**config.mk**
```make
export PLATFORM = sky130hd
export DESIGN_NAME = xge_link_ctrl
export DESIGN_NICKNAME = d
export VERILOG_FILES = /design/src/rtl/xge_link_ctrl.sv
export SDC_FILE = /design/constraint.sdc
export NUM_CORES = 1
export LEC_CHECK = 0
export ABC_CLOCK_PERIOD_IN_PS = 2200
export CAP_MARGIN = 20
export CORE_MARGIN = 1
export CORE_UTILIZATION = 35
export CTS_CLUSTER_SIZE = 28
export DETAILED_ROUTE_END_ITERATION = 8
export PLACE_DENSITY = 0.56
export SLEW_MARGIN = 10
export SYNTH_ARGS = -nofsm -noshare
export SYNTH_HDL_FRONTEND = slang
export SYNTH_SLANG_ARGS = --single-unit
```
**constraint.sdc**
```tcl
create_clock -name xge_clk -period 2.2 [get_ports xge_clk]
set_input_delay 0.44 -clock xge_clk [delete_from_list [all_inputs] [get_ports xge_clk]]
set_output_delay 0.44 -clock xge_clk [all_outputs]
set_load 0.02 [all_outputs]
```
**src/rtl/xge_link_ctrl.sv**
```systemverilog
// 10GbE link bring-up controller: sequences SerDes resets, lock waits, link supervision and retry backoff.
// Optional statistics counters are enabled by defining XGE_LINK_CTRL_STATS_EN.
module xge_link_ctrl #(
  parameter int RST_CYC      = 16,
  parameter int LOCK_TIMEOUT = 1562500,
  parameter int DEBOUNCE     = 64,
  parameter int BACKOFF_CYC  = 156250
) (
  input  logic        xge_clk,
  input  logic        rstn,
  input  logic        enable,
  input  logic        sfp_los,
  input  logic        pll_lock,
  input  logic        cdr_lock,
  input  logic        signal_detected,
  input  logic        block_lock,
  output logic        serdes_tx_rstn,
  output logic        serdes_rx_rstn,
  output logic        sfp_tx_disable,
  output logic        mac_enable,
  output logic        link_up,
  output logic        ber_clear,
  output logic        blkerr_clear,
  output logic [2:0]  state,
`ifdef XGE_LINK_CTRL_STATS_EN
  output logic [15:0] link_drop_cnt,
  output logic [15:0] los_event_cnt,
`endif
  output logic [7:0]  retry_cnt
);

  typedef enum logic [2:0] {
    DISABLED = 3'd0,
    TX_RST   = 3'd1,
    PLL_WAIT = 3'd2,
    RX_RST   = 3'd3,
    CDR_WAIT = 3'd4,
    UP       = 3'd5,
    BACKOFF  = 3'd6
  } state_t;

  // Limits are "last cycle" values: the timer reads 0 on the first cycle in a state.
  localparam logic [23:0] RST_LIM  = 24'(RST_CYC - 1);
  localparam logic [23:0] LOCK_LIM = 24'(LOCK_TIMEOUT - 1);
  localparam logic [23:0] BACK_LIM = 24'(BACKOFF_CYC - 1);
  localparam logic [7:0]  DBNC_LIM = 8'(DEBOUNCE - 1);

  function automatic logic [7:0] sat_inc8(input logic [7:0] v);
    return (v == 8'hFF) ? v : v + 8'd1;
  endfunction

  function automatic logic [23:0] sat_inc24(input logic [23:0] v);
    return (v == 24'hFFFFFF) ? v : v + 24'd1;
  endfunction

`ifdef XGE_LINK_CTRL_STATS_EN
  function automatic logic [15:0] sat_inc16(input logic [15:0] v);
    return (v == 16'hFFFF) ? v : v + 16'd1;
  endfunction
`endif

  logic [5:0]  meta_p0, sync_p1;
  logic        en_s, los_s, pll_s, cdr_s, sd_s, blk_s;
  state_t      st, st_nxt;
  logic [23:0] timer;
  logic [7:0]  lost_cnt;
  logic        tx_dis_d, tx_rstn_d, rx_rstn_d, mac_d, link_d;

  assign {en_s, los_s, pll_s, cdr_s, sd_s, blk_s} = sync_p1;
  assign state = st;

  always_comb begin
    st_nxt = st;
    case (st)
      DISABLED: if (en_s) st_nxt = TX_RST;
      TX_RST:   if (timer >= RST_LIM) st_nxt = PLL_WAIT;
      PLL_WAIT: begin
        if (pll_s) st_nxt = RX_RST;
        else if (timer >= LOCK_LIM) st_nxt = BACKOFF;
      end
      RX_RST:   if (timer >= RST_LIM && !los_s && sd_s) st_nxt = CDR_WAIT;
      CDR_WAIT: begin
        if (cdr_s && blk_s) st_nxt = UP;
        else if (timer >= LOCK_LIM) st_nxt = BACKOFF;
      end
      UP:       if (los_s || !pll_s || (!blk_s && lost_cnt >= DBNC_LIM)) st_nxt = BACKOFF;
      BACKOFF:  if (timer >= BACK_LIM) st_nxt = TX_RST;
      default:  st_nxt = DISABLED;
    endcase
    if (!en_s) st_nxt = DISABLED;
  end

  // Outputs decoded from the next state so they register on the edge that enters it.
  always_comb begin
    tx_dis_d  = 1'b0;
    tx_rstn_d = 1'b1;
    rx_rstn_d = 1'b0;
    mac_d     = 1'b0;
    link_d    = 1'b0;
    case (st_nxt)
      DISABLED: begin tx_dis_d = 1'b1; tx_rstn_d = 1'b0; end
      TX_RST:   tx_rstn_d = 1'b0;
      CDR_WAIT: rx_rstn_d = 1'b1;
      UP:       begin rx_rstn_d = 1'b1; mac_d = 1'b1; link_d = 1'b1; end
      default:  ;
    endcase
  end

  always_ff @(posedge xge_clk or negedge rstn) begin
    if (!rstn) begin
      meta_p0        <= '0;
      sync_p1        <= '0;
      st             <= DISABLED;
      timer          <= '0;
      lost_cnt       <= '0;
      retry_cnt      <= '0;
      sfp_tx_disable <= 1'b1;
      serdes_tx_rstn <= 1'b0;
      serdes_rx_rstn <= 1'b0;
      mac_enable     <= 1'b0;
      link_up        <= 1'b0;
      ber_clear      <= 1'b0;
      blkerr_clear   <= 1'b0;
    end else begin
      // stage p0 -> p1: two-flop synchroniser on all asynchronous status inputs
      meta_p0 <= {enable, sfp_los, pll_lock, cdr_lock, signal_detected, block_lock};
      sync_p1 <= meta_p0;
      // FSM and state-tied outputs
      st             <= st_nxt;
      timer          <= (st_nxt != st) ? 24'd0 : sat_inc24(timer);
      lost_cnt       <= (st == UP && !blk_s) ? lost_cnt + 8'd1 : 8'd0;
      sfp_tx_disable <= tx_dis_d;
      serdes_tx_rstn <= tx_rstn_d;
      serdes_rx_rstn <= rx_rstn_d;
      mac_enable     <= mac_d;
      link_up        <= link_d;
      ber_clear      <= (st_nxt == UP) && (st != UP);
      blkerr_clear   <= (st_nxt == UP) && (st != UP);
      if (st == DISABLED && en_s) retry_cnt <= '0;
      else if (st_nxt == BACKOFF && st != BACKOFF) retry_cnt <= sat_inc8(retry_cnt);
    end
  end

`ifdef XGE_LINK_CTRL_STATS_EN
  logic los_prev;

  always_ff @(posedge xge_clk or negedge rstn) begin
    if (!rstn) begin
      los_prev      <= 1'b0;
      link_drop_cnt <= '0;
      los_event_cnt <= '0;
    end else begin
      los_prev <= los_s;
      if (st == UP && st_nxt == BACKOFF) link_drop_cnt <= sat_inc16(link_drop_cnt);
      if (los_s && !los_prev) los_event_cnt <= sat_inc16(los_event_cnt);
    end
  end
`endif

endmodule
```
# Yosys cells after proc, flatten, opt, wreduce, memory -nomap -nowiden
# Index checks and enable logic that the tools add are counted.
[classes] n_mux=19 n_eq_ne=17 addsub=3 reduce_logical=19 n_lt_le_gt_ge=4
[op_table] op="$mux 24" count=2
[op_table] op="$mux 8" count=4
[op_table] op="$add 24x1->24 const B" count=1
[op_table] op="$eq 24x24->1 const B" count=1
[op_table] op="$ge 24x18->1 const B" count=1
[op_table] op="$ge 24x21->1 const B" count=1
[op_table] op="$ge 24x4->1 const B" count=1
[op_table] op="$mux 3" count=8
[op_table] op="$pmux 3 s7" count=1
[op_table] op="$eq 3x3->1 const B" count=6
[op_table] op="$add 8x1->8 const B" count=2
[op_table] op="$eq 8x8->1 const B" count=1
[op_table] op="$ge 8x6->1 const B" count=1
[op_table] op="$logic_and 1x1->1" count=8
[op_table] op="$eq 3x1->1 const B" count=2
[op_table] op="$eq 3x2->1 const B" count=2
[op_table] op="$logic_not 3->1" count=2
[op_table] op="$ne 3x3->1 const B" count=2
[op_table] op="$mux 1" count=4
[op_table] op="$ne 2x2->1 const B" count=2
[op_table] op="$reduce_or 2->1" count=2
[op_table] op="$logic_not 1->1" count=3
[op_table] op="$ne 3x3->1" count=1
[op_table] op="$logic_or 1x1->1" count=2
[op_table] op="other kinds (2)" count=2
[totals] wordCells=73 out_inout_bits=18 input_bits=8 regBits=60

# Depth between registers and ports, before layout
[logic_depth] depth_word=10 ltp_mapped=10 ltp_nobuf=9

# Worst setup path after synthesis
# Ideal clock, no wire load.
[synth_path] path_type="flip-flop to flip-flop" startpoint="reg timer[0]" endpoint="reg timer[12]" arrival_ns=2.258 setup_slack_ns=-0.130 stages_incl_launch_ff=10 synth_period_minus_slack_ns=2.330 t_required_ns=2.129 path_cell_list="dfrtp_1 > ha_1 > nor3_1 > a211oi_2 > a2111oi_2 > nor3_1 > a2111oi_2 > o21ai_1 > buf_2 > nor2_1"
[synth_via] elab_chain_cells=8 word_cells_on_any_way=19 classes_between="add/sub (1); order compare (3); eq/ne (3); mux (10); reduce/logical (2)"
[synth_rtl] item="start, declared" line="65" rtl="logic [23:0] timer;"
[synth_rtl] item="start signal, assigned" line="130" rtl="timer <= (st_nxt != st) ? 24'd0 : sat_inc24(timer);"
[synth_rtl] item="$ge 24x4->1" line="76, 81"
[synth_rtl] item="$logic_and 1x1->1 (2 in series)" line="81" rtl="RX_RST: if (timer >= RST_LIM && !los_s && sd_s) st_nxt = CDR_WAIT;"
[synth_rtl] item="$mux 3" line="81"
[synth_rtl] item="$pmux 3 s7" line="74" rtl="case (st)"
[synth_rtl] item="$mux 3" line="90" rtl="if (!en_s) st_nxt = DISABLED;"
[synth_rtl] item="$ne 3x3->1" line="130"
[synth_rtl] item="$ne 2x2->1 (no line) / $mux 24 (equally long branches)"
# Several ways; a longest one is shown, not always the timed one. The select of a mux whose other input is x is not followed.
# A chain may end at the register's enable or synchronous reset.

# Final worst setup path
[layout_path] startpoint="reg timer[1]" endpoint="reg retry_cnt[6]"
[layout_via] elab_chain_cells=10 word_cells_on_any_way=17 classes_between="order compare (3); eq/ne (1); mux (8); reduce/logical (5)"
[layout_rtl] item="$ge 24x4->1" line="76, 81"
[layout_rtl] item="$logic_and 1x1->1 (2 in series)" line="81"
[layout_rtl] item="$mux 3" line="81"
[layout_rtl] item="$pmux 3 s7 (*)" line="74"
[layout_rtl] item="$mux 3 (*)" line="90"
[layout_rtl] item="$eq 3x3->1 (*)" line="140" rtl="else if (st_nxt == BACKOFF && st != BACKOFF) retry_cnt <= sat_inc8(retry_cnt);"
[layout_rtl] item="$logic_and 1x1->1 (*)" line="140"
[layout_rtl] item="$reduce_bool 2->1 (no line) (*)"
[layout_rtl] item="$reduce_and 2->1 (no line) (*)"
[layout_rtl] item="end signal, assigned" line="140"
[layout_rtl] item="end, declared" line="29" rtl="output logic [7:0] retry_cnt"
# Every way passes the cells marked *; elsewhere a longest branch is shown, timed or not.

==> impl_metrics.yaml <==
status:
  status: "finished, violations left"
  violations: "negative setup slack"
floorplan:
  dieArea_um2: 9520
  ioPinCount: 26
  die_w_um: 97.6
  start_util_pct: 36.5
  coreArea_um2: 8760
  num_rows: 34
  die_h_um: 97.6
yosys:
  ys_seq_elements: 60
  synth_area_leaders: "dfrtp_1, nor2_1, xor2_1"
  synth_flop_cell: "dfrtp_1"
  synthCells: 324
  synth_top_area_share_pct: 46.2
  avgSynthCellArea_um2: 9.86
  synth_cell_types: 57
  yosysWarnings: 0
  async_flop_share_pct: 100
  synth_fp_nets: 337
  yosysTopAreaCell: "dfrtp_1"
  netlist_area_um2: 3200
  yosysSeqAreaShare_pct: 47.0
  synth-edff-count: 0
cts:
  clockBufferDepth: 2
  cts-root-buf: "clkbuf_8"
  cts_hold_buf: 0
  cts_buffers: 9
  insertion_delay_ps: 360
  cts-htree-levels: 3
  clk_pin_slew_ps: 70
  cts_tree: "built"
  clock_sinks: 60
setup_path:
  critPathCaptureType: "flip-flop"
  arrival_ps: 2600
  crit_path_start: "timer[1]"
  cp_max_fo: 8
  timing.rr.start: "timer[1]"
  crit_required_ps: 2480
  path_class: "flip-flop to flip-flop"
  worstRegToRegCells: 9
  r2r_setup_slack_ps: -110
  reg2reg_to: "retry_cnt[6]"
  startpoint_type: "flip-flop"
sta:
  rsz0062_at_grt: "true"
  fin_skew_ps: 13.4
  min_period_over_period_pct: 105
  max_freq_ghz: 0.432
  slew_violations: 0
  finalHoldViolCount: 0
  layout_setup_ws_ps: -113
  setup_viol: 33
  finalCriticalPeriod_ps: 2310
  worst_slew_pin_slew_ps: 549
  slew_headroom_pct: 63.4
cells_and_area:
  area_growth_pct: 44.6
  final_nets: 436
  n_antenna_cell: 0
  drive_gt1_share_pct: 35.0
  fillers: 788
  fin_area_um2: 4620
  final_core_util_pct: 52.7
detailed_routing:
  ant_nets: 0
  dr.first_iter.drc_count: 51
  drt_wl_total_um: 7380
  avgViaCountPerCell: 4.97
  first_pass_iters: 4
  wl_per_cell_um: 13.8
  drc: 0
  vias: 2666
place:
  place_area_um2: 4030
  dpl.hpwl_um: 5240
  port_buffers: 25
  gp_congestion: 0.837
global_routing:
  grt_pass1_wl_um: 12600
  grt_max_degree: 28
  overflow: 0
  antenna_found_initial: 0
  grt_pass1_vias: 2683
  grtUsageTotal_pct: 16.6
power:
  ir_drop_mv: 0.250
  powerDensity_nw_per_um2: 536
  power.share.switching_pct: 23.0
  leakage_nw: 1.99
  clkPwrFrac_pct: 46.4
  intPower_mw: 1.91
  comb_power_share_pct: 7.3
  seqPwrFrac_pct: 46.3
  p_sw_uw: 570
hold_path:
  hold_class: "input pin to async pin"
flow_run:
  drv_cap: 0
==> cell type report <==
type                       instances  area, um^2  share of cell area (%)
tap                              108         135                    2.92
clock buffer                      12         155                    3.36
sequential                        60        1510                    32.6
multi-input combinational        235        1810                    39.1
clock inverter                     4        72.6                    1.57
inverter                          14        52.6                    1.14
timing repair buffer             103         895                    19.4
==> cells by family (layout without fill, tap and decap cells) <==
family / after synthesis / in the layout / share of synthesized area [%]
AO/OA/AOI/OAI: 45 / 45 / 11.2
XOR/XNOR: 27 / 27 / 7.40
adder cells (fa/ha/maj): 5 / 5 / 1.96
buffers and inverters: 29 / 133 / 5.01
flip-flops: 60 / 60 / 47.0
multiplexers: 7 / 7 / 2.19
AND/OR/NAND/NOR: 151 / 151 / 25.2
==> sequential cells by signal, summed over array words and instances (netlist names) <==
signal          cells
link_up             1
serdes_rx_rstn      1
serdes_tx_rstn      1
lost_cnt            8
retry_cnt           8
timer              24
meta_p0             6
sfp_tx_disable      1
blkerr_clear        1
sync_p1             6
state               3
==> timing repair <==
action                     in CTS  in global routing
gates resized for setup        11                 47
setup endpoints to repair      37                 38
pin swaps                       8                 20
buffers inserted                8                  5
hold endpoints to repair        0                  0
==> cell usage after synthesis (5+ instances only) <==
cell type,number
xor2_1,16
nand4_1,8
a21oi_1,9
nand2b_1,5
ha_1,5
dfrtp_1,59
xnor2_1,11
mux2i_1,7
o21ai_0,5
nor3b_1,5
nand3_1,21
nor2_1,43
inv_1,14
nand2_1,25
and3_1,5
nor3_1,12
buf_2,6
==> worst max-delay path by stage <==
stage / end / slack, ps
after floorplan: retry_cnt[7] / 9
after global placement: retry_cnt[6] / -250
after detailed placement: retry_cnt[6] / -320
after CTS: timer[21] / -200
after global routing: retry_cnt[7] / -250
final: retry_cnt[6] / -110
==> layer usage <==
| layer | share of wire (%) | vias up | global-route usage (%) |
|---|---|---|---|
| li1 | - | 1336 | - |
| met1 | 44 | 1279 | 19.4 |
| met2 | 50 | 36 | 28.4 |
| met3 | 3.0 | 15 | 4.10 |
| met4 | 2.5 | 0 | 8.14 |
| met5 | 0 | - | 0 |
==> critical path, stage by stage, from the launching register on <==
cell and delay, ps:
dfrtp_1 400, buf_6 130, ha_4 170, nand3_4 90, nand2_4 70, o311ai_4 290
a32o_2 300, a211oi_4 120, or4_1 520, a21boi_1 150
==> through the flow <==
| step | setup TNS [ps] | instances | worst slack (ps) | hold slack (ps) | total power, mW |
|---|---|---|---|---|---|
| 2_1_floorplan | 0 | 324 | 9.37 | 144 | 1.23 |
| 3_3_place_gp | -5340 | 508 | -253 | 336 | 1.31 |
| 3_5_place_dp | -7380 | 508 | -320 | 335 | 1.32 |
| 4_1_cts | -6270 | 531 | -205 | 74.5 | 2.48 |
| 5_1_grt | -7540 | 536 | -253 | 97.5 | 2.57 |
| 6_report | -2750 | 536 | -113 | 65.6 | 2.48 |
==> power groups by stage <==
stage / registers [mW] / clock network, mW / logic [mW]
after floorplan: 1.16 / 0 / 0.0659
after global placement: 1.16 / 0 / 0.153
after detailed placement: 1.16 / 0 / 0.155
after CTS: 1.14 / 1.18 / 0.157
after global routing: 1.15 / 1.23 / 0.199
final: 1.15 / 1.15 / 0.180
==> cells in the final DEF, fill, tap and decap left out, types with 3 or more instances in the layout <==
master,count
buf_4,68
dfrtp_1,57
nor2_1,38
clkdlybuf4s50_1,24
nand2_1,23
nand3_1,20
xor2_1,16
inv_1,12
xnor2_1,11
clkbuf_8,11
nand4_1,8
mux2i_1,7
buf_6,7
nor3_1,6
a21oi_1,6
nor3_4,5
and3_1,5
nand2b_1,5
nor2_2,5
and4_1,4
a211oi_2,4
nor3_2,4
o21ai_0,4
ha_1,4
nor4_2,3
o21ai_2,3
buf_12,3
(Power assumes the default switching activity.)
